<file path="src/rtl/wb_writeback_stage_if.sv">
// MEM/WB stage bus: MEM-stage results and pipeline control in, register
// file write port, decode bypass and retire count out.
interface wb_writeback_stage_if #(
  parameter int DATA_W = 32,
  parameter int ADDR_W = 5,
  parameter int CNT_W  = 32
);
  logic              MEM_VALID;
  logic              MEM_WRITE;
  logic [ADDR_W-1:0] MEM_RD;
  logic [1:0]        MEM_WBSEL;
  logic [2:0]        MEM_FUNCT3;
  logic [1:0]        MEM_ADDR_LO;
  logic [DATA_W-1:0] MEM_ALU;
  logic [DATA_W-1:0] MEM_LOAD;
  logic [DATA_W-1:0] MEM_PC4;
  logic              STALL;
  logic              FLUSH;
  logic [ADDR_W-1:0] RS1ADDR;
  logic [ADDR_W-1:0] RS2ADDR;
  logic              WRITE;
  logic [ADDR_W-1:0] INADDRESS;
  logic [DATA_W-1:0] IN;
  logic              InstHIT;
  logic              FWD1_EN;
  logic              FWD2_EN;
  logic [DATA_W-1:0] FWD1;
  logic [DATA_W-1:0] FWD2;
  logic [CNT_W-1:0]  RETIRE_CNT;

  // Pipeline side: drives MEM results and control, observes writeback.
  modport master (
    output MEM_VALID, MEM_WRITE, MEM_RD, MEM_WBSEL, MEM_FUNCT3, MEM_ADDR_LO,
           MEM_ALU, MEM_LOAD, MEM_PC4, STALL, FLUSH, RS1ADDR, RS2ADDR,
    input  WRITE, INADDRESS, IN, InstHIT, FWD1_EN, FWD2_EN, FWD1, FWD2,
           RETIRE_CNT
  );

  // Writeback stage side.
  modport slave (
    input  MEM_VALID, MEM_WRITE, MEM_RD, MEM_WBSEL, MEM_FUNCT3, MEM_ADDR_LO,
           MEM_ALU, MEM_LOAD, MEM_PC4, STALL, FLUSH, RS1ADDR, RS2ADDR,
    output WRITE, INADDRESS, IN, InstHIT, FWD1_EN, FWD2_EN, FWD1, FWD2,
           RETIRE_CNT
  );
endinterface

</file>
<file path="src/rtl/wb_writeback_stage.sv">
// MEM/WB pipeline register and register file writeback driver.
// Formats load data at capture, presents each instruction exactly once to the
// register file, bypasses writes not yet visible at the asynchronous read
// ports, and counts retired instructions.
module wb_writeback_stage #(
  parameter int DATA_W = 32,
  parameter int ADDR_W = 5,
  parameter int CNT_W  = 32
) (
  input logic                 CLK,
  input logic                 RESET,
  wb_writeback_stage_if.slave bus
);

  typedef enum logic [1:0] {
    ST_EMPTY   = 2'd0,
    ST_PRESENT = 2'd1,
    ST_HELD    = 2'd2
  } stage_state_e;

  stage_state_e      state_r;
  stage_state_e      state_nxt_s;
  logic              capture_s;

  logic              wb_write_r;
  logic [ADDR_W-1:0] wb_rd_r;
  logic [DATA_W-1:0] wb_data_r;
  logic [DATA_W-1:0] wb_value_s;

  logic              last_v_r;
  logic [ADDR_W-1:0] last_rd_r;
  logic [DATA_W-1:0] last_data_r;

  logic [CNT_W-1:0]  retire_cnt_r;

  logic              inst_hit_s;
  logic              write_s;
  logic              fwd1_en_s;
  logic              fwd2_en_s;
  logic [DATA_W-1:0] fwd1_s;
  logic [DATA_W-1:0] fwd2_s;

  // Load data formatting; the byte/half lane layout assumes a 32-bit word.
  function automatic logic [31:0] format_load(
    input logic [2:0]  funct3,
    input logic [1:0]  addr_lo,
    input logic [31:0] word
  );
    logic [7:0]  byte_v;
    logic [15:0] half_v;
    logic [31:0] res_v;
    case (addr_lo)
      2'd0:    byte_v = word[7:0];
      2'd1:    byte_v = word[15:8];
      2'd2:    byte_v = word[23:16];
      2'd3:    byte_v = word[31:24];
      default: byte_v = word[7:0];
    endcase
    // Halfword lane comes from bit 1 only; a misaligned bit 0 is ignored.
    if (addr_lo[1]) begin
      half_v = word[31:16];
    end else begin
      half_v = word[15:0];
    end
    case (funct3)
      3'b000:  res_v = {{24{byte_v[7]}}, byte_v};
      3'b100:  res_v = {24'd0, byte_v};
      3'b001:  res_v = {{16{half_v[15]}}, half_v};
      3'b101:  res_v = {16'd0, half_v};
      default: res_v = word;
    endcase
    return res_v;
  endfunction

  // Select the writeback value from the MEM-stage sources.
  always_comb begin
    wb_value_s = bus.MEM_ALU;
    case (bus.MEM_WBSEL)
      2'b01:   wb_value_s = format_load(bus.MEM_FUNCT3, bus.MEM_ADDR_LO, bus.MEM_LOAD);
      2'b10:   wb_value_s = bus.MEM_PC4;
      default: wb_value_s = bus.MEM_ALU;
    endcase
  end

  // Stage next-state and capture decision; FLUSH overrides STALL.
  always_comb begin
    state_nxt_s = state_r;
    capture_s   = 1'b0;
    if (bus.FLUSH) begin
      state_nxt_s = ST_EMPTY;
    end else if (bus.STALL) begin
      case (state_r)
        ST_PRESENT: state_nxt_s = ST_HELD;
        ST_HELD:    state_nxt_s = ST_HELD;
        default:    state_nxt_s = ST_EMPTY;
      endcase
    end else begin
      capture_s = 1'b1;
      if (bus.MEM_VALID) begin
        state_nxt_s = ST_PRESENT;
      end else begin
        state_nxt_s = ST_EMPTY;
      end
    end
  end

  // Stage state register.
  always_ff @(posedge CLK) begin
    if (RESET) begin
      state_r <= ST_EMPTY;
    end else begin
      state_r <= state_nxt_s;
    end
  end

  // Stage payload; loaded on every capture so INADDRESS/IN track the stage even when empty.
  always_ff @(posedge CLK) begin
    if (RESET) begin
      wb_write_r <= 1'b0;
      wb_rd_r    <= {ADDR_W{1'b0}};
      wb_data_r  <= {DATA_W{1'b0}};
    end else if (capture_s) begin
      wb_write_r <= bus.MEM_WRITE;
      wb_rd_r    <= bus.MEM_RD;
      wb_data_r  <= wb_value_s;
    end
  end

  // Register file port: presented only in PRESENT, so a stall never repeats the write.
  always_comb begin
    inst_hit_s = (state_r == ST_PRESENT);
    write_s    = inst_hit_s & wb_write_r & (wb_rd_r != {ADDR_W{1'b0}});
  end

  // Remember the last committed write to cover register file write-to-read latency.
  always_ff @(posedge CLK) begin
    if (RESET) begin
      last_v_r    <= 1'b0;
      last_rd_r   <= {ADDR_W{1'b0}};
      last_data_r <= {DATA_W{1'b0}};
    end else if (write_s) begin
      last_v_r    <= 1'b1;
      last_rd_r   <= wb_rd_r;
      last_data_r <= wb_data_r;
    end
  end

  // Retired instruction counter, wraps naturally.
  always_ff @(posedge CLK) begin
    if (RESET) begin
      retire_cnt_r <= {CNT_W{1'b0}};
    end else if (inst_hit_s) begin
      retire_cnt_r <= retire_cnt_r + {{(CNT_W-1){1'b0}}, 1'b1};
    end
  end

  // Bypass for RS1: in-flight write first, then the last committed write; x0 never forwards.
  always_comb begin
    fwd1_en_s = 1'b0;
    fwd1_s    = {DATA_W{1'b0}};
    if (bus.RS1ADDR == {ADDR_W{1'b0}}) begin
      fwd1_en_s = 1'b0;
    end else if (write_s && (wb_rd_r == bus.RS1ADDR)) begin
      fwd1_en_s = 1'b1;
      fwd1_s    = wb_data_r;
    end else if (last_v_r && (last_rd_r == bus.RS1ADDR)) begin
      fwd1_en_s = 1'b1;
      fwd1_s    = last_data_r;
    end else begin
      fwd1_en_s = 1'b0;
    end
  end

  // Bypass for RS2, same priority as RS1.
  always_comb begin
    fwd2_en_s = 1'b0;
    fwd2_s    = {DATA_W{1'b0}};
    if (bus.RS2ADDR == {ADDR_W{1'b0}}) begin
      fwd2_en_s = 1'b0;
    end else if (write_s && (wb_rd_r == bus.RS2ADDR)) begin
      fwd2_en_s = 1'b1;
      fwd2_s    = wb_data_r;
    end else if (last_v_r && (last_rd_r == bus.RS2ADDR)) begin
      fwd2_en_s = 1'b1;
      fwd2_s    = last_data_r;
    end else begin
      fwd2_en_s = 1'b0;
    end
  end

  assign bus.WRITE      = write_s;
  assign bus.INADDRESS  = wb_rd_r;
  assign bus.IN         = wb_data_r;
  assign bus.InstHIT    = inst_hit_s;
  assign bus.FWD1_EN    = fwd1_en_s;
  assign bus.FWD2_EN    = fwd2_en_s;
  assign bus.FWD1       = fwd1_s;
  assign bus.FWD2       = fwd2_s;
  assign bus.RETIRE_CNT = retire_cnt_r;

endmodule
</file>
<file path="src/flat_wrapper.sv">
// flat-port wrapper written by rule: the top's interface ports become plain ports
module wb_writeback_stage_flat 
#(
  parameter int DATA_W = 32,
  parameter int ADDR_W = 5,
  parameter int CNT_W  = 32
)
  (CLK, RESET, bus_MEM_VALID, bus_MEM_WRITE, bus_MEM_RD, bus_MEM_WBSEL, bus_MEM_FUNCT3, bus_MEM_ADDR_LO, bus_MEM_ALU, bus_MEM_LOAD, bus_MEM_PC4, bus_STALL, bus_FLUSH, bus_RS1ADDR, bus_RS2ADDR, bus_WRITE, bus_INADDRESS, bus_IN, bus_InstHIT, bus_FWD1_EN, bus_FWD2_EN, bus_FWD1, bus_FWD2, bus_RETIRE_CNT);
  wb_writeback_stage_if #(.DATA_W(DATA_W), .ADDR_W(ADDR_W), .CNT_W(CNT_W)) bus_i ();
  input logic CLK;
  input logic RESET;
  input wire logic [$bits(bus_i.MEM_VALID)-1:0] bus_MEM_VALID;
  input wire logic [$bits(bus_i.MEM_WRITE)-1:0] bus_MEM_WRITE;
  input wire logic [$bits(bus_i.MEM_RD)-1:0] bus_MEM_RD;
  input wire logic [$bits(bus_i.MEM_WBSEL)-1:0] bus_MEM_WBSEL;
  input wire logic [$bits(bus_i.MEM_FUNCT3)-1:0] bus_MEM_FUNCT3;
  input wire logic [$bits(bus_i.MEM_ADDR_LO)-1:0] bus_MEM_ADDR_LO;
  input wire logic [$bits(bus_i.MEM_ALU)-1:0] bus_MEM_ALU;
  input wire logic [$bits(bus_i.MEM_LOAD)-1:0] bus_MEM_LOAD;
  input wire logic [$bits(bus_i.MEM_PC4)-1:0] bus_MEM_PC4;
  input wire logic [$bits(bus_i.STALL)-1:0] bus_STALL;
  input wire logic [$bits(bus_i.FLUSH)-1:0] bus_FLUSH;
  input wire logic [$bits(bus_i.RS1ADDR)-1:0] bus_RS1ADDR;
  input wire logic [$bits(bus_i.RS2ADDR)-1:0] bus_RS2ADDR;
  output wire logic [$bits(bus_i.WRITE)-1:0] bus_WRITE;
  output wire logic [$bits(bus_i.INADDRESS)-1:0] bus_INADDRESS;
  output wire logic [$bits(bus_i.IN)-1:0] bus_IN;
  output wire logic [$bits(bus_i.InstHIT)-1:0] bus_InstHIT;
  output wire logic [$bits(bus_i.FWD1_EN)-1:0] bus_FWD1_EN;
  output wire logic [$bits(bus_i.FWD2_EN)-1:0] bus_FWD2_EN;
  output wire logic [$bits(bus_i.FWD1)-1:0] bus_FWD1;
  output wire logic [$bits(bus_i.FWD2)-1:0] bus_FWD2;
  output wire logic [$bits(bus_i.RETIRE_CNT)-1:0] bus_RETIRE_CNT;
  assign bus_i.MEM_VALID = bus_MEM_VALID;
  assign bus_i.MEM_WRITE = bus_MEM_WRITE;
  assign bus_i.MEM_RD = bus_MEM_RD;
  assign bus_i.MEM_WBSEL = bus_MEM_WBSEL;
  assign bus_i.MEM_FUNCT3 = bus_MEM_FUNCT3;
  assign bus_i.MEM_ADDR_LO = bus_MEM_ADDR_LO;
  assign bus_i.MEM_ALU = bus_MEM_ALU;
  assign bus_i.MEM_LOAD = bus_MEM_LOAD;
  assign bus_i.MEM_PC4 = bus_MEM_PC4;
  assign bus_i.STALL = bus_STALL;
  assign bus_i.FLUSH = bus_FLUSH;
  assign bus_i.RS1ADDR = bus_RS1ADDR;
  assign bus_i.RS2ADDR = bus_RS2ADDR;
  assign bus_WRITE = bus_i.WRITE;
  assign bus_INADDRESS = bus_i.INADDRESS;
  assign bus_IN = bus_i.IN;
  assign bus_InstHIT = bus_i.InstHIT;
  assign bus_FWD1_EN = bus_i.FWD1_EN;
  assign bus_FWD2_EN = bus_i.FWD2_EN;
  assign bus_FWD1 = bus_i.FWD1;
  assign bus_FWD2 = bus_i.FWD2;
  assign bus_RETIRE_CNT = bus_i.RETIRE_CNT;
  wb_writeback_stage #(.DATA_W(DATA_W), .ADDR_W(ADDR_W), .CNT_W(CNT_W)) u_core (.CLK(CLK), .RESET(RESET), .bus(bus_i));
endmodule
</file>
<file path="config.mk">
export PLATFORM = sky130hd
export DESIGN_NAME = wb_writeback_stage_flat
export DESIGN_NICKNAME = d
export VERILOG_FILES = /design/src/rtl/wb_writeback_stage_if.sv /design/src/rtl/wb_writeback_stage.sv /design/src/flat_wrapper.sv
export SDC_FILE = /design/constraint.sdc
export NUM_CORES = 1
export LEC_CHECK = 0
export ABC_AREA = 1
export CAP_MARGIN = 25
export CORE_MARGIN = 2
export CORE_UTILIZATION = 46
export DETAILED_ROUTE_END_ITERATION = 12
export HOLD_SLACK_MARGIN = 0.05
export PLACE_DENSITY = 0.83
export SYNTH_ARGS = -nofsm -noshare
export SYNTH_HDL_FRONTEND = slang
export SYNTH_SLANG_ARGS = --single-unit
</file>
<file path="constraint.sdc">
create_clock -name CLK -period 3.5 [get_ports CLK]
set_input_delay 0.7 -clock CLK [delete_from_list [all_inputs] [get_ports CLK]]
set_output_delay 0.7 -clock CLK [all_outputs]
set_load 0.02 [all_outputs]
</file>
* After elaboration in Yosys (flattened, before gate mapping) *
Cells that the tools add are included.

operators by class
  multiplexer cells = 21
  add/subtract/negate cells = 1
  reduce and logical (&&, ||, !) cells = 11
  equal/unequal tests = 14
  bitwise logic cells = 2

operators by type and width
  cell                     number
  $mux W32                 6
  $pmux W32 S4             1
  $pmux W32 S2             1
  $add A32 B1 Y32 const B  1
  $pmux W8 S4              1
  $eq A5 B5 Y1             4
  $mux W16                 1
  $logic_not A5 Y1         2
  $mux W1                  9
  $eq A2 B2 Y1 const B     4
  $eq A2 B1 Y1 const B     3
  $eq A3 B3 Y1 const B     2
  $reduce_bool A5 Y1       1
  $logic_and A1 B1 Y1      4
  $mux W2                  2
  $reduce_or A2 Y1         2
  $eq A3 B1 Y1 const B     1
  $logic_not A3 Y1         1
  $and A1 B1 Y1            2
  $logic_not A2 Y1         1

storage, ports and cells
  word-level logic and storage cells = 57
  register bits after elaboration = 110

* Depth between registers and ports, before layout *
Gate-level depths: netlist (run 1).

  depth after elaboration = 6
  mapped depth = 14
  depth with buffers taken out = 13

* Worst setup path before layout (run 1) *
Ideal clock, no wire load.

  path kind = input to output
  start = input bus_RS2ADDR[4]
  end = output bus_FWD2[10]
  data required time = 2.800 ns
  stages = 7
  data arrival time = 1.918 ns
  slack = 0.882 ns
  path through = or2_2 -> a21oi_1 -> nand2_4 -> nand2_2 -> nand2_4 -> buf_6 -> nor2_1

on the way
  cells in the longest elaborated chain, start to end = 5
  elaborated cells between the ends (all ways) = 8
  classes of those cells = eq/ne: 2; mux: 3; reduce/logical: 3

ends and longest elaborated chain
  element              RTL line                   text
  from (decl)          flat_wrapper.sv:24         input wire logic [$bits(bus_i.RS2ADDR)-1:0] bus_RS2ADDR;
  $eq A5 B5 Y1         wb_writeback_stage.sv:183  end else if (last_v_r && (last_rd_r == bus.RS2ADDR)) begin
  $logic_and A1 B1 Y1  wb_writeback_stage.sv:183
  $mux W32             wb_writeback_stage.sv:183
  $mux W32             wb_writeback_stage.sv:180  end else if (write_s && (wb_rd_r == bus.RS2ADDR)) begin
  $mux W32 *           wb_writeback_stage.sv:178  if (bus.RS2ADDR == {ADDR_W{1'b0}}) begin
  to (decl)            flat_wrapper.sv:32         output wire logic [$bits(bus_i.FWD2)-1:0] bus_FWD2;

Every way passes the cells marked *; elsewhere a longest branch is shown, timed or not.

* Final worst setup path (run 1) *
  start = input bus_RS2ADDR[0]
  end = output bus_FWD2[14]

Same word-level chain as after synthesis.

==> reports/results.ini, run 1 <==
[route]
route.antenna.remaining_nets=0
routed_via_density=5.22
route.detailed.wl_per_inst_microns=15.4
drc=0
postRouteWirelength_microns=24800
drtIter0Drc=835
vias=8406
drt_pre_antenna_iters=5

[worst_setup_path]
r2r_end=u_core.bus.RETIRE_CNT[30]
cpPeakStageDelay_ps=540
timing.setup.critical_path_class=in2out
reg2reg_from=u_core.state_r[1]
timing.critical_path.arrival_ps=2670
rr_worst_depth=14
family_with_the_most_delay_on_the_worst_path=buffers and inverters
cp.buffers_inverters=3
worstSetupStartpointType=primary input
cp_slowest_cell=clkdlybuf4s50_1
worst_ep_required_time_ps=2800
worst-r2r-setup-slack_ps=1410
cp-end-kind=primary output
critical_path_maximum_fanout=49
critPathMostFrequentCell=nand2_1
crit_path_cell_trace=clkdlybuf4s50_1 > xnor2_1 > nand2_1 > nor3_4 > nand2_4 > buf_12 > nand2_1 > o21ai_0 > nor2_1 > dlygate4sd2_1

[grt]
grt.overflow.total=0
first_pass_grt_wire_length_microns=39000
global_route.usage.total_pct=30.1
antenna_found_initial=3
pin_count_of_the_biggest_net_entering_global_routing=72
first_global_vias=7582

[logic_synthesis]
synth_cell_type_count=39
synth_area_per_cell_sq_um=5.99
cell_area_after_synthesis_sq_mm=0.00707
synth.yosys.seq_area_share_pct=31.1
synth_cells=1180
synth_top_family_by_area=simple AND/OR/NAND/NOR gates
synthXorXnorAreaFrac_pct=2.35
number_of_synthesis_warnings=0
synth_adder_area_share_pct=0.708
synth_async_sr_flop_share_pct=0
post_synth_main_area_contributors=dfxtp_1, nand2_1, nor2_1, o21ai_0, a21oi_1
number_of_enable_type_register_cells_in_the_synthesized_netlist=0
synth.area.mux_share_pct=0
synth_top_cell_by_area=dfxtp_1
yosys_most_used_dff=dfxtp_1
ys_ff_latch=110
synthDominantCellAreaShare_pct=31.1
post_synth_and_or_nand_nor_area_fraction_pct=34.4
synth-compound-area-share_pct=20.3
synth_nets=1308

[cts]
latest_clock_arrival_within_the_worst_skew_pair_ps=360
post_cts_hold_buffer_count=0
root_buffer=clkbuf_16
cts_htree_levels=3
clkSinkCount=110
cts-buffers-inserted=9
cts_buffer_depth=2
tritoncts_clock_tree=yes
reg_clk_slew_reported_paths_ps=80

[timing]
whs_ps=478
period_minus_slack_ps=3370
fmaxAchievable_ghz=0.296
max_slew_margin_pct=42.6
hold_viol=0
timing.final.setup_violations=0
grt_setup_unrepaired=false
timing_worst_slew_pin_value_ps=860
layout_worst_path_cycle_share_pct=96.4
clock_skew_ps=9.80
final_max_slew_viol_count=0
final.setup.worst_slack_ps=127

[power]
vdd_ir_drop_max_mv=0.258
p_leak_nw=4.73
cellPowerDensity_mw_per_mm2=308
p_total_mw=3.13

[die]
initial_utilization_pct=46.9
rows=45
die_width_microns=128
die_h_microns=128
die_area_sq_mm=0.0164
core_sq_mm=0.0151
top_level_ports=261

[cells_and_area]
area_growth_syn_to_layout_pct=43.5
final_nets=1542
finalCoreUtilization_pct=67.3
nFillCells=1405
drive_above_1_share_pct=5.36
sequential_cell_area_sq_mm=0.00220
multi_input_gate_area_in_the_final_layout_sq_mm=0.00409
layout_commonest_cell=nand2_1
final_cell_mix=nand2_1, nor2_1, clkdlybuf4s50_1, o21ai_0, a21oi_1
final-instance-count-excl-fill=1610

[placement]
detailedPlace.worstSlack_ps=-125
finalWeightedCongestion=0.948
hpwlAfterDp_microns=18700
buffer_ports.inserted=260
dpl.cell_count=1591

[outcome]
run_status=complete, no violations

[min_path]
hold-path-endpoint=u_core.last_data_r[21]
worstHoldStart=u_core.last_data_r[21]
hold_path_depth=2
min_path_type=reg2reg

[flow_run]
max-cap-violations=0

-- power by group --
group	leakage, nW	switching, mW	total [mW]	internal (mW)
Combinational	3.66	0.306	0.583	0.276
Clock	0.174	0.507	1.22	0.713
Sequential	0.892	0.0428	1.32	1.28
-- worst max-delay path by stage --
| stage | start | to | slack (ps) | cells after the start |
|---|---|---|---|---|
| finish | bus_RS2ADDR[0] | bus_FWD2[14] | 130 | 10 |
| global route | bus_RS2ADDR[0] | bus_FWD2[16] | 6 | 10 |
| floorplan | bus_RS2ADDR[4] | bus_FWD2[10] | 880 | 7 |
| CTS | bus_RS1ADDR[1] | bus_FWD1[27] | 3 | 10 |
| detailed placement | bus_RS1ADDR[1] | bus_FWD1[9] | -120 | 10 |
| global placement | bus_RS2ADDR[0] | bus_FWD2[29] | -90 | 9 |
-- cell usage after synthesis (6+ instances only) --
cell        n
a21oi_1   119
xor2_1     10
clkbuf_1   43
xnor2_1     9
nand3_1    33
nand2_4     6
o211ai_1    7
dfxtp_1   110
o21ai_1     9
inv_1     109
nand4_1    10
buf_6      12
nor2_1    209
nor3_1     12
nand2_1   291
o21ai_0   139
-- logic make-up (layout without fill, tap and decap cells) --
family,count (synthesis),in the layout
AOI/OAI and AO/OA,281,281
xor gates and xnor gates,19,19
adders and majority gates,4,4
buffers and inverters,181,420
DFF,110,110
other,0,3
and+or+nand+nor,585,585
-- stage by stage --
stage / instance area, sq um / TNS, ps
after floorplan: 7070 / 0
after detailed placement: 9850 / -4360
final: 10100 / 0
after global routing: 10100 / 0
after global placement: 9850 / -2830
after CTS: 10100 / 0
-- layout make-up --
class,count,area share [%]
tap,188,2.32
antenna,3,0.0740
clock buffer,9,2.22
multi-input combinational,889,40.3
sequential,110,21.7
timing repair buffer,290,27.9
inverter,114,4.23
clock inverter,7,1.28
-- worst reg2reg max path, delay by kind of cell, from the launching register on --
| kind | cells | cell delay, ps |
|---|---|---|
| adder cells (fa/ha/maj) | 1 | 220 |
| buffers and inverters | 5 | 580 |
| flip-flops | 1 | 300 |
| AND/OR/NAND/NOR | 8 | 880 |
-- metal layers --
layer / global-route usage, % / routed length [microns] / up-vias
met5: 0 / 0 / -
met4: 13.1 / 941 / 0
met3: 3.76 / 1630 / 55
met2: 47.6 / 11400 / 349
met1: 41.3 / 10900 / 3758
li1: - / - / 4244
-- registers in the layout, indices dropped and copies added (netlist names) --
| register | cells |
|---|---|
| u_core.bus.RETIRE_CNT | 32 |
| u_core.last_v_r | 1 |
| u_core.last_data_r | 32 |
| u_core.bus.INADDRESS | 5 |
| u_core.last_rd_r | 5 |
| u_core.wb_write_r | 1 |
| u_core.bus.IN | 32 |
| u_core.state_r | 2 |
-- what timing repair did --
item | in CTS | in global routing
gates resized for setup | 63 | 5
buffers inserted | 0 | 0
endpoints found under the setup margin | 62 | 5
endpoints found under the hold margin | 0 | 0
No activity file was read; power rests on OpenSTA's default activity.
==> run 2, diff against run 1 <==
--- a/config.mk
+++ b/config.mk
@@ -7,7 +7,6 @@
 export LEC_CHECK = 0
 export ABC_AREA = 1
 export CAP_MARGIN = 25
-export CORE_MARGIN = 2
 export CORE_UTILIZATION = 46
 export DETAILED_ROUTE_END_ITERATION = 12
 export HOLD_SLACK_MARGIN = 0.05
==> run 2 against run 1 <==
Compared with the run above: core utilization up 1.5 points; worst setup slack better by 28 ps; register-to-register slack lost 20 ps; routed wire length shrank 0.42%; first-iteration DRC count is 13% lower; largest cell class unchanged; highest routed layer unchanged.
==> reports/results.ini, run 2 (synthesis gave the netlist of run 1 again) <==
[flow_run]
max-cap-violations=0  ; unchanged

[power]
cellPowerDensity_mw_per_mm2=302  ; was 308 mW/mm^2
p_total_mw=3.06  ; was 3.13 mW
p_leak_nw=4.76  ; was 4.73 nW
vdd_ir_drop_max_mv=0.275  ; was 0.258 mV

[grt]
first_pass_grt_wire_length_microns=39300  ; was 39,000 microns
antenna_found_initial=1  ; was 3
pin_count_of_the_biggest_net_entering_global_routing=66  ; was 72
first_global_vias=7614  ; was 7,582
global_route.usage.total_pct=31.1  ; was 30.1%
grt.overflow.total=0  ; unchanged

[die]
die_width_microns=126  ; was 128 microns
die_h_microns=126  ; was 128 microns
initial_utilization_pct=47.9  ; was 46.9%
rows=44  ; was 45
core_sq_mm=0.0148  ; was 0.0151 sq mm
die_area_sq_mm=0.0159  ; was 0.0164 sq mm
top_level_ports=261  ; unchanged

[worst_setup_path]
cp-end-kind=primary output  ; unchanged
worst-r2r-setup-slack_ps=1390  ; was 1410 ps
reg2reg_from=u_core.state_r[1]  ; unchanged
critical_path_maximum_fanout=48  ; was 49
timing.critical_path.arrival_ps=2650  ; was 2670 ps
timing.setup.critical_path_class=in2out  ; unchanged
worstSetupStartpointType=primary input  ; unchanged
r2r_end=u_core.bus.RETIRE_CNT[30]  ; unchanged
worst_ep_required_time_ps=2800  ; about the same
rr_worst_depth=14  ; unchanged

[timing]
layout_worst_path_cycle_share_pct=95.6  ; was 96.4%
fmaxAchievable_ghz=0.299  ; was 0.296 GHz
final.setup.worst_slack_ps=155  ; was 127 ps
whs_ps=477  ; was 478 ps
final_max_slew_viol_count=0  ; unchanged
hold_viol=0  ; unchanged
clock_skew_ps=12.3  ; was 9.80 ps
timing.final.setup_violations=0  ; unchanged
grt_setup_unrepaired=false  ; unchanged
max_slew_margin_pct=48.6  ; was 42.6%
period_minus_slack_ps=3350  ; was 3370 ps
timing_worst_slew_pin_value_ps=770  ; was 860 ps

[cells_and_area]
nFillCells=1351  ; was 1,405
final_cell_mix=nand2_1, nor2_1, clkdlybuf4s50_1, o21ai_0, a21oi_1  ; unchanged
area_growth_syn_to_layout_pct=43.3  ; was 43.5%
layout_commonest_cell=nand2_1  ; unchanged
design_area_sq_mm=0.0101  ; about the same
final_nets=1539  ; was 1,542
final-instance-count-excl-fill=1601  ; was 1,610
multi_input_gate_area_in_the_final_layout_sq_mm=0.00409  ; unchanged
drive_above_1_share_pct=5.16  ; was 5.36%
sequential_cell_area_sq_mm=0.00220  ; unchanged

[route]
drt_pre_antenna_iters=8  ; was 5
drtIter0Drc=725  ; was 835
postRouteWirelength_microns=24700  ; was 24,800 microns
routed_via_density=5.29  ; was 5.22
route.antenna.remaining_nets=0  ; unchanged
vias=8472  ; was 8,406
route.detailed.wl_per_inst_microns=15.4  ; about the same
drc=0  ; unchanged

[cts]
cts-buffers-inserted=9  ; unchanged
reg_clk_slew_reported_paths_ps=70  ; was 80 ps
cts_buffer_depth=2  ; unchanged
cts_htree_levels=3  ; unchanged
post-cts-setup-buffer-count=0  ; unchanged
latest_clock_arrival_within_the_worst_skew_pair_ps=360  ; about the same
root_buffer=clkbuf_16  ; unchanged
tritoncts_clock_tree=yes  ; unchanged
clkSinkCount=110  ; unchanged
post_cts_hold_buffer_count=0  ; unchanged

[placement]
buffer_ports.inserted=260  ; unchanged
placement.cell_area_sq_mm=0.00985  ; about the same
finalWeightedCongestion=0.939  ; was 0.948
hpwlAfterDp_microns=18800  ; was 18,700 microns
detailedPlace.worstSlack_ps=-133  ; was -125 ps
dpl.cell_count=1584  ; was 1,591

[min_path]
min_path_type=reg2reg  ; unchanged
hold-path-endpoint=u_core.last_data_r[24]  ; was u_core.last_data_r[21]
worstHoldStart=u_core.last_data_r[24]  ; was u_core.last_data_r[21]
hold_path_depth=2  ; unchanged

[outcome]
run_status=complete, no violations  ; unchanged

==> run 2: metrics by stage <==
step                TNS, ps  utilization [%]
floorplan                 0                -
global placement      -1820             66.7
detailed placement    -2990             66.7
CTS                       0             68.6
global route              0             68.7
finish                    0             68.7
==> run 2: worst max-delay path by stage <==
stage | from | to | slack (ps) | cells past startpoint
2_1_floorplan | bus_RS2ADDR[4] | bus_FWD2[10] | 880 | 7
3_3_place_gp | bus_RS2ADDR[4] | bus_FWD2[12] | -110 | 9
3_5_place_dp | bus_RS2ADDR[4] | bus_FWD2[12] | -130 | 9
4_1_cts | bus_RS1ADDR[0] | bus_FWD1[22] | 2 | 10
5_1_grt | bus_RS2ADDR[0] | bus_FWD2[20] | 10 | 10
6_report | bus_RS2ADDR[0] | bus_FWD2[15] | 150 | 9
==> run 2: area by class of cell <==
cell class                 instances  share of cell area [%]
antenna                            1                  0.0247
clock buffer                      11                    2.49
clock inverter                     5                   0.876
inverter                         114                    4.23
multi-input combinational        889                    40.3
sequential                       110                    21.7
tap                              184                    2.27
timing repair buffer             287                    28.1
==> run 2: metal layers <==
metal  wire length (microns)  up-vias  GRT usage, %  part of all wire (%)
li1                        -     4226             -                     -
met1                   10800     3791          42.0                    44
met2                   11100      398          49.5                    45
met3                    1940       57          4.80                   7.8
met4                     876        0          12.4                   3.5
met5                       0        -             0                     0
==> run 2: critical path, stage by stage <==
cell,delay [ps]
clkdlybuf4s50_1,540
xnor2_1,130
nand2_1,100
nor3_4,180
nand2_4,120
buf_12,200
o21ai_0,280
nor2_1,60
dlygate4sd2_1,320
==> run 2: report_power, final <==
group | switching [mW] | internal [mW]
registers | 0.0421 | 1.28
logic | 0.308 | 0.277
clock network | 0.475 | 0.674
total | 0.825 | 2.23
==> run 2: timing repair <==
action	4_1_cts	5_1_grt
gates cloned	0	0
endpoints found under the hold margin	0	0
setup endpoints to repair	59	8
gates resized for setup	60	8
==> run 3, diff against run 2 <==
--- a/config.mk
+++ b/config.mk
@@ -7,10 +7,10 @@
 export LEC_CHECK = 0
 export ABC_AREA = 1
 export CAP_MARGIN = 25
-export CORE_UTILIZATION = 46
+export CORE_UTILIZATION = 45
 export DETAILED_ROUTE_END_ITERATION = 12
 export HOLD_SLACK_MARGIN = 0.05
-export PLACE_DENSITY = 0.83
+export PLACE_DENSITY = 0.81
 export SYNTH_ARGS = -nofsm -noshare
 export SYNTH_HDL_FRONTEND = slang
 export SYNTH_SLANG_ARGS = --single-unit
==> run 3 against run 2 <==
Compared with the run above: clock skew hardly changed; clock power fell by 14%; final cell count increased by 1.9%; worst setup slack worse by 36 ps; core utilization shrank 2.3 points; total power shrank 5.2%; register-to-register slack hardly changed; combinational power barely moved; global-route usage down 0.77 points; via count shrank 0.47%; sequential power about the same; largest cell class unchanged.
==> reports/results.ini, run 3 (synthesis gave the netlist of run 1 again) <==
[grt]
first_pass_grt_wire_length_microns=38700  ; was 39,300 microns
pin_count_of_the_biggest_net_entering_global_routing=72  ; was 66
grt.overflow.total=0  ; unchanged
antenna_found_initial=2  ; was 1
global_route.usage.total_pct=30.3  ; was 31.1%
first_global_vias=7493  ; was 7,614

[cts]
clkSinkCount=110  ; unchanged
latest_clock_arrival_within_the_worst_skew_pair_ps=350  ; was 360 ps
post-cts-setup-buffer-count=0  ; unchanged
tritoncts_clock_tree=yes  ; unchanged
reg_clk_slew_reported_paths_ps=70  ; about the same
root_buffer=clkbuf_16  ; unchanged
cts-buffers-inserted=9  ; unchanged
cts_buffer_depth=2  ; unchanged
cts_htree_levels=3  ; unchanged
post_cts_hold_buffer_count=0  ; unchanged

[route]
route.antenna.remaining_nets=0  ; unchanged
routed_via_density=5.17  ; was 5.29
drc=0  ; unchanged
route.detailed.wl_per_inst_microns=15.1  ; was 15.4 microns
vias=8432  ; was 8,472
postRouteWirelength_microns=24700  ; about the same
drt_pre_antenna_iters=7  ; was 8
drtIter0Drc=639  ; was 725

[timing]
whs_ps=478  ; was 477 ps
fmaxAchievable_ghz=0.296  ; was 0.299 GHz
timing_worst_slew_pin_value_ps=903  ; was 770 ps
tns_ps=0  ; unchanged
grt_setup_unrepaired=false  ; unchanged
final_max_slew_viol_count=0  ; unchanged
clock_skew_ps=12.7  ; was 12.3 ps
period_minus_slack_ps=3380  ; was 3350 ps
timing.final.setup_violations=0  ; unchanged
hold_viol=0  ; unchanged
layout_worst_path_cycle_share_pct=96.6  ; was 95.6%
max_slew_margin_pct=39.7  ; was 48.6%

[worst_setup_path]
worst-r2r-setup-slack_ps=1400  ; was 1390 ps
worstSetupStartpointType=primary input  ; unchanged
r2r_end=u_core.bus.RETIRE_CNT[30]  ; unchanged
rr_worst_depth=14  ; unchanged
critical_path_maximum_fanout=17  ; was 48
cp_slowest_cell=clkdlybuf4s50_1  ; unchanged
reg2reg_from=u_core.state_r[1]  ; unchanged
timing.setup.critical_path_class=in2out  ; unchanged
cp.buffers_inverters=3  ; unchanged
timing.critical_path.arrival_ps=2680  ; was 2650 ps
cpPeakStageDelay_ps=550  ; was 540 ps
cp-end-kind=primary output  ; unchanged
instance_count_on_the_critical_path=9  ; unchanged
family_with_the_most_delay_on_the_worst_path=buffers and inverters  ; unchanged
crit_path_cell_trace=clkdlybuf4s50_1 > xnor2_1 > nand2_1 > nor3_4 > nand2_4 > buf_12 > o21ai_0 > nor2_1 > dlygate4sd2_1  ; unchanged
worst_ep_required_time_ps=2800  ; about the same

[cells_and_area]
finalCoreUtilization_pct=66.5  ; was 68.7%
design_area_sq_mm=0.0101  ; about the same
drive_above_1_share_pct=5.36  ; was 5.16%
nFillCells=1409  ; was 1,351
final_cell_mix=nand2_1, nor2_1, clkdlybuf4s50_1, o21ai_0, a21oi_1  ; unchanged
area_growth_syn_to_layout_pct=43.4  ; was 43.3%
final_nets=1543  ; was 1,539
multi_input_gate_area_in_the_final_layout_sq_mm=0.00409  ; unchanged
layout_commonest_cell=nand2_1  ; unchanged
sequential_cell_area_sq_mm=0.00220  ; unchanged

[min_path]
worstHoldStart=u_core.last_data_r[28]  ; was u_core.last_data_r[24]
hold_path_depth=2  ; unchanged
min_path_type=reg2reg  ; unchanged
hold-path-endpoint=u_core.last_data_r[28]  ; was u_core.last_data_r[24]

[die]
initial_utilization_pct=46.4  ; was 47.9%
die_area_sq_mm=0.0162  ; was 0.0159 sq mm
die_width_microns=127  ; was 126 microns
rows=45  ; was 44
core_sq_mm=0.0153  ; was 0.0148 sq mm
die_h_microns=127  ; was 126 microns
top_level_ports=261  ; unchanged

[placement]
placement.cell_area_sq_mm=0.00992  ; was 0.00985 sq mm
finalWeightedCongestion=0.956  ; was 0.939
buffer_ports.inserted=260  ; unchanged
hpwlAfterDp_microns=18900  ; was 18,800 microns

[power]
cellPowerDensity_mw_per_mm2=286  ; was 302 mW/mm^2
p_leak_nw=4.70  ; was 4.76 nW
vdd_ir_drop_max_mv=0.254  ; was 0.275 mV

[flow_run]
max-cap-violations=0  ; unchanged

[outcome]
run_status=complete, no violations  ; unchanged

==> run 3: cell types whose count changed in the layout (fill, tap and decap cells not counted), sizes merged, moves of 2 or more <==
cell | before | now
bufinv | 2 | 0
buf | 28 | 32
dlymetal6s2s | 7 | 3
clkinvlp | 0 | 2
dlygate4sd2 | 59 | 63
clkinv | 4 | 2
==> run 3: layout make-up <==
class                   instances  share of cell area (%)
clock buffers                  11                    2.49
clock inverters                 4                   0.308
multi-input cells             889                    40.3
repair buffers                291                    28.3
inverters                     114                    4.23
well taps                     211                    2.60
flip-flops and latches        110                    21.7
diodes                          2                  0.0494
==> run 3: per-stage QoR <==
| step | total power, mW | std cells | setup WS [ps] |
|---|---|---|---|
| finish | 2.90 | 1632 | 119 |
| global route | 3.02 | 1632 | 23.5 |
| CTS | 2.91 | 1630 | 16.7 |
| detailed placement | 1.93 | 1615 | -117 |
| global placement | 1.92 | 1614 | -76.0 |
| floorplan | 1.63 | 1180 | 882 |
==> run 3: per-layer routing <==
metal	global-route usage, %	vias to the layer above	share of wire, %
li1	-	4240	-
met1	40.3	3767	44
met2	48.9	370	45
met3	4.56	55	7.4
met4	12.7	0	3.5
met5	0	-	0
==> run 3: how the worst max path moves through the flow <==
stage | start | to | slack (ps)
after floorplan | bus_RS2ADDR[4] | bus_FWD2[10] | 880
after global placement | bus_RS2ADDR[4] | bus_FWD2[13] | -80
after detailed placement | bus_RS2ADDR[4] | bus_FWD2[10] | -120
after CTS | bus_RS2ADDR[0] | bus_FWD2_EN | 20
after global routing | bus_RS2ADDR[0] | bus_FWD2[13] | 20
final | bus_RS2ADDR[0] | bus_FWD2[3] | 120
==> run 3: power by group <==
| group | internal [mW] | switching [mW] |
|---|---|---|
| sequential | 1.28 | 0.0415 |
| clock | 0.522 | 0.466 |
| combinational | 0.280 | 0.308 |
==> run 3: repair_timing <==
item | 4_1_cts | 5_1_grt
gates resized for setup | 64 | 3
setup endpoints to repair | 64 | 3
gates cloned | 0 | 0
==> run 3: worst min-delay path, cell delays in order, from the launching register on <==
cell and delay, ps:
dfxtp_1 300, inv_1 70, a21oi_1 60
==> edit 1: new RTL, flow settings as in run 2 <==
`ADDR_W` is set to 5 in 3 places; all go to 6.
--- a/src/rtl/wb_writeback_stage_if.sv
+++ b/src/rtl/wb_writeback_stage_if.sv
@@ -4,3 +4,3 @@
   parameter int DATA_W = 32,
-  parameter int ADDR_W = 5,
+  parameter int ADDR_W = 6,
   parameter int CNT_W  = 32
--- a/src/rtl/wb_writeback_stage.sv
+++ b/src/rtl/wb_writeback_stage.sv
@@ -6,3 +6,3 @@
   parameter int DATA_W = 32,
-  parameter int ADDR_W = 5,
+  parameter int ADDR_W = 6,
   parameter int CNT_W  = 32
--- a/src/flat_wrapper.sv
+++ b/src/flat_wrapper.sv
@@ -4,3 +4,3 @@
   parameter int DATA_W = 32,
-  parameter int ADDR_W = 5,
+  parameter int ADDR_W = 6,
   parameter int CNT_W  = 32
Interface: changed (resized bus_INADDRESS, bus_MEM_RD, bus_RS1ADDR and bus_RS2ADDR); port bits go from 261 to 265. No check against the original RTL was run, so the function may have changed too.
==> edit 1 against run 2 <==
- power fell by 1.8%
- via count up 5.0%
- area after synthesis rose by 5.2%
- critical path type unchanged
- synthesized cell count grew 4.9%
- worst hold slack improved by 1.8 ps
- highest routed layer unchanged
- sequential cell count up 2
- worst setup slack lost 21 ps
- critical endpoint is now bus_FWD1[23]
- final cell count increased by 6.4%
- sequential share of layout area fell by 0.40 points
- register-to-register slack improved by 290 ps
- final area rose by 3.8%
- wire length is 6.1% higher
==> edit 1: results <==
metrics = {
    "placed_design": {
        "dpl_cell_area_mm2": 0.01027,
        "portBuffers": 264,
        "dp.cells": 1686,
        "gp_congestion": 0.9770,
        "hpwl_mm": 20.08,
    },
    "synth": {
        "synth.area.top_cells": "dfxtp_1 (30%), nand2_1 (16%), a21oi_1 (10%), nor2_1 (8.5%), inv_1 (6.9%)",
        "syn_nets": 1369,
        "yosysSeqAreaShare": 0.3013,
        "yosysUniqueCellTypes": 40,
        "synth_area_per_cell_um2": 6.010,
        "synth-compound-area-share": 0.2090,
    },
    "pwr": {
        "ir_drop_uv": 325.6,
        "leakage_uw": 0.004715,
    },
    "finish": {
        "nets": 1614,
        "fillers": 1464,
    },
    "grt": {
        "grt_pass1_wl_mm": 40.53,
    },
    "worst_setup_path": {
        "r2r_cells": 12,
        "r2r-end": "u_core.bus.RETIRE_CNT[21]$_SDFFE_PP0P_",
        "r2r_slack_ps": 1680,
        "endpoint": "bus_FWD1[23]",
    },
    "outcome": {
        "status": "completed",
    },
    "timing": {
        "clock_skew_ps": 11.14,
        "slew_headroom": 0.4544,
    },
    "routing": {
        "firstDrtPassIters": 5,
        "wl_met1_mm": 10.77,
    },
}
## edit 1: changes by cell type after synthesis, sizes merged, moves of 9 or more
cell,change
nand4,+10
o21ai,-17
inv,+34
nor2,-37
buf,+17
a21oi,+45
xnor2,-9
clkbuf,-19
nand2,+42
## edit 1: logic make-up after synthesis
logic type / count (synthesis)
adders and majority gates: 4
and+or+nand+nor: 595
DFF: 112
AOI/OAI and AO/OA: 301
buffers and inverters: 216
xor gates and xnor gates: 10
## edit 1: repair_timing
action	CTS	global route
endpoints found under the setup margin	61	34
pin swaps	0	2
hold buffers	0	0
gates resized for setup	62	28
buffers inserted	0	2
## edit 1: per-layer routing
| layer | global-route usage | vias to the layer above |
|---|---|---|
| met5 | 0 | - |
| met2 | 0.5082 | 374 |
| met4 | 0.1862 | 0 |
| met3 | 0.04955 | 83 |
| met1 | 0.3849 | 4001 |
| li1 | - | 4439 |
## edit 1: where the power goes
| part | internal, µW | total, µW | leakage [µW] | switching, µW |
|---|---|---|---|---|
| sequential | 1310 | 1350 | 0.000907 | 43.4 |
| combinational | 294 | 621 | 0.00367 | 327 |
| clock | 570 | 1030 | 0.000137 | 464 |
## edit 1: through the flow
step	utilization	hold WS (ps)
3_5_place_dp	0.6492	468.3
3_3_place_gp	0.6492	461.4
5_1_grt	0.6646	503.8
4_1_cts	0.6633	480.7
2_1_floorplan	-	447.3
6_report	0.6646	479.2
## edit 1: worst max-delay path, delay by kind of cell
family	cells	cell delay [ps]
compound gates	1	140
buf+inv	5	1220
simple gates	5	590
## edit 1: worst min-delay path by stage
| stage | slack [ps] | endpoint | startpoint |
|---|---|---|---|
| global route | 500 | u_core.bus.RETIRE_CNT[8]$_SDFFE_PP0P_ | u_core.bus.RETIRE_CNT[8]$_SDFFE_PP0P_ |
| detailed placement | 470 | u_core.last_data_r[0]$_SDFFE_PP0P_ | u_core.last_data_r[0]$_SDFFE_PP0P_ |
| floorplan | 450 | u_core.last_v_r$_SDFFE_PP0P_ | u_core.last_v_r$_SDFFE_PP0P_ |
| CTS | 480 | u_core.last_data_r[0]$_SDFFE_PP0P_ | u_core.last_data_r[0]$_SDFFE_PP0P_ |
| finish | 480 | u_core.last_data_r[2]$_SDFFE_PP0P_ | u_core.last_data_r[2]$_SDFFE_PP0P_ |
| global placement | 460 | u_core.last_data_r[2]$_SDFFE_PP0P_ | u_core.last_data_r[2]$_SDFFE_PP0P_ |
## edit 1: area by class of cell
| cell class | instances | area share |
|---|---|---|
| Multi-Input combinational cell | 910 | 0.4011 |
| Timing Repair Buffer | 302 | 0.2789 |
| Sequential cell | 112 | 0.2132 |
| Inverter | 148 | 0.05281 |
| Tap cell | 216 | 0.02569 |
| Clock buffer | 10 | 0.02272 |
| Clock inverter | 4 | 0.005115 |
| Antenna cell | 2 | 0.0004758 |
==> edit 2: new RTL, flow settings as in run 2 <==
Made on the original files. Encoding of `stage_state_e`: now one-hot (3 bits for 3 states).
--- a/src/rtl/wb_writeback_stage.sv
+++ b/src/rtl/wb_writeback_stage.sv
@@ -14,6 +14,6 @@
 
-  typedef enum logic [1:0] {
-    ST_EMPTY   = 2'd0,
-    ST_PRESENT = 2'd1,
-    ST_HELD    = 2'd2
+  typedef enum logic [2:0] {
+    ST_EMPTY   = 3'b001,
+    ST_PRESENT = 3'b010,
+    ST_HELD    = 3'b100
   } stage_state_e;
Function: no difference found for any inputs over 4 cycles, from zero or initial values and one cycle with RESET high; so few cycles prove little.
==> edit 2 against run 2 <==
- count of clock-buffer cells in the layout shrank 1
- register-to-register slack better by 160 ps
- sequential cell count grew 1
- final cell count increased by 9.2%
- clock skew up 1.4 ps
- maximum frequency shrank 2.6%
- area after synthesis increased by 5.7%
- power down 4.0%
- critical path type unchanged
- worst setup slack worse by 89 ps
- global-route usage shrank 0.20 points
- wire length up 5.8%
- final area grew 3.9%
- worst hold slack about the same
- largest cell class unchanged
==> edit 2: results <==
metrics = {
    "outcome": {
        "status": "completed",
    },
    "finish": {
        "multi_input_cells": 1023,
        "clk_share": 0.02721,
        "layout.nonclk_buf_frac": 0.2689,
        "diodes": 2,
        "n_all_inverters": 86,
        "multi_input_area_mm2": 0.004591,
        "drive_above_1_share": 0.04967,
        "final_util": 0.6630,
        "n_all_buffers": 294,
        "fillers": 1511,
    },
    "worst_hold_path": {
        "hold_start": "u_core.last_data_r[6]$_SDFFE_PP0P_",
    },
    "worst_setup_path": {
        "r2r_slack_ps": 1550,
        "critPathArrivalTime_ps": 2730,
        "cp_max_fo": 56,
        "r2r-start": "u_core.bus.RETIRE_CNT[0]$_SDFFE_PP0P_",
        "r2r-end": "u_core.bus.RETIRE_CNT[28]$_SDFFE_PP0P_",
        "r2r_cells": 9,
        "endpoint": "bus_FWD1[19]",
        "crit_start": "bus_RS1ADDR[2]",
    },
    "synth": {
        "yosysUniqueCellTypes": 35,
        "synth_cells": 1293,
        "synth.area.top_cells": "dfxtp_1 (30%), nand2_1 (21%), nor2_1 (12%), a21oi_1 (9.2%), o21ai_0 (6.0%)",
        "yosysSeqAreaShare": 0.2973,
    },
    "pwr": {
        "ir_drop_uv": 261.2,
    },
    "timing": {
        "clock_skew_ps": 13.77,
        "holdWs_ps": 477.6,
        "setup_ws_ps": 65.72,
    },
    "grt": {
        "first_global_vias": 7790,
        "antenna_found_initial": 2,
    },
    "die": {
        "core_area_mm2": 0.01589,
    },
    "routing": {
        "route.met2.wl_mm": 12.05,
        "wl_met3_mm": 1.791,
        "vias_per_cell": 5.131,
    },
}
==> edit 2: cell count changes in the layout (fill, tap and decap cells not counted), sizes merged, moves of 7 or more <==
cell           run 2  this run
o211ai             7         0
nand3b             0        45
o21ai            148        97
nor2             214       249
inv              113        91
nor3              15         5
nand4             10         2
nand2            300       416
a21oi            119       137
or2                2        10
buf               28        35
==> edit 2: per-layer routing <==
| layer | global-route usage | up-vias |
|---|---|---|
| li1 | - | 4549 |
| met1 | 0.4104 | 3985 |
| met2 | 0.5041 | 383 |
| met3 | 0.03633 | 52 |
| met4 | 0.1347 | 0 |
| met5 | 0 | - |
==> edit 2: what timing repair did <==
item                                    CTS  global route
endpoints found under the setup margin   58             6
cloned                                    0             0
gates resized for setup                  62             6
buffers inserted                          0             0
==> edit 2: critical path, cell delays in order <==
cell	delay [ps]
clkdlybuf4s50_1	540
xnor2_1	130
nand3_1	100
nand3b_2	270
buf_12	200
o21ai_0	360
nor2_1	70
dlygate4sd2_1	330
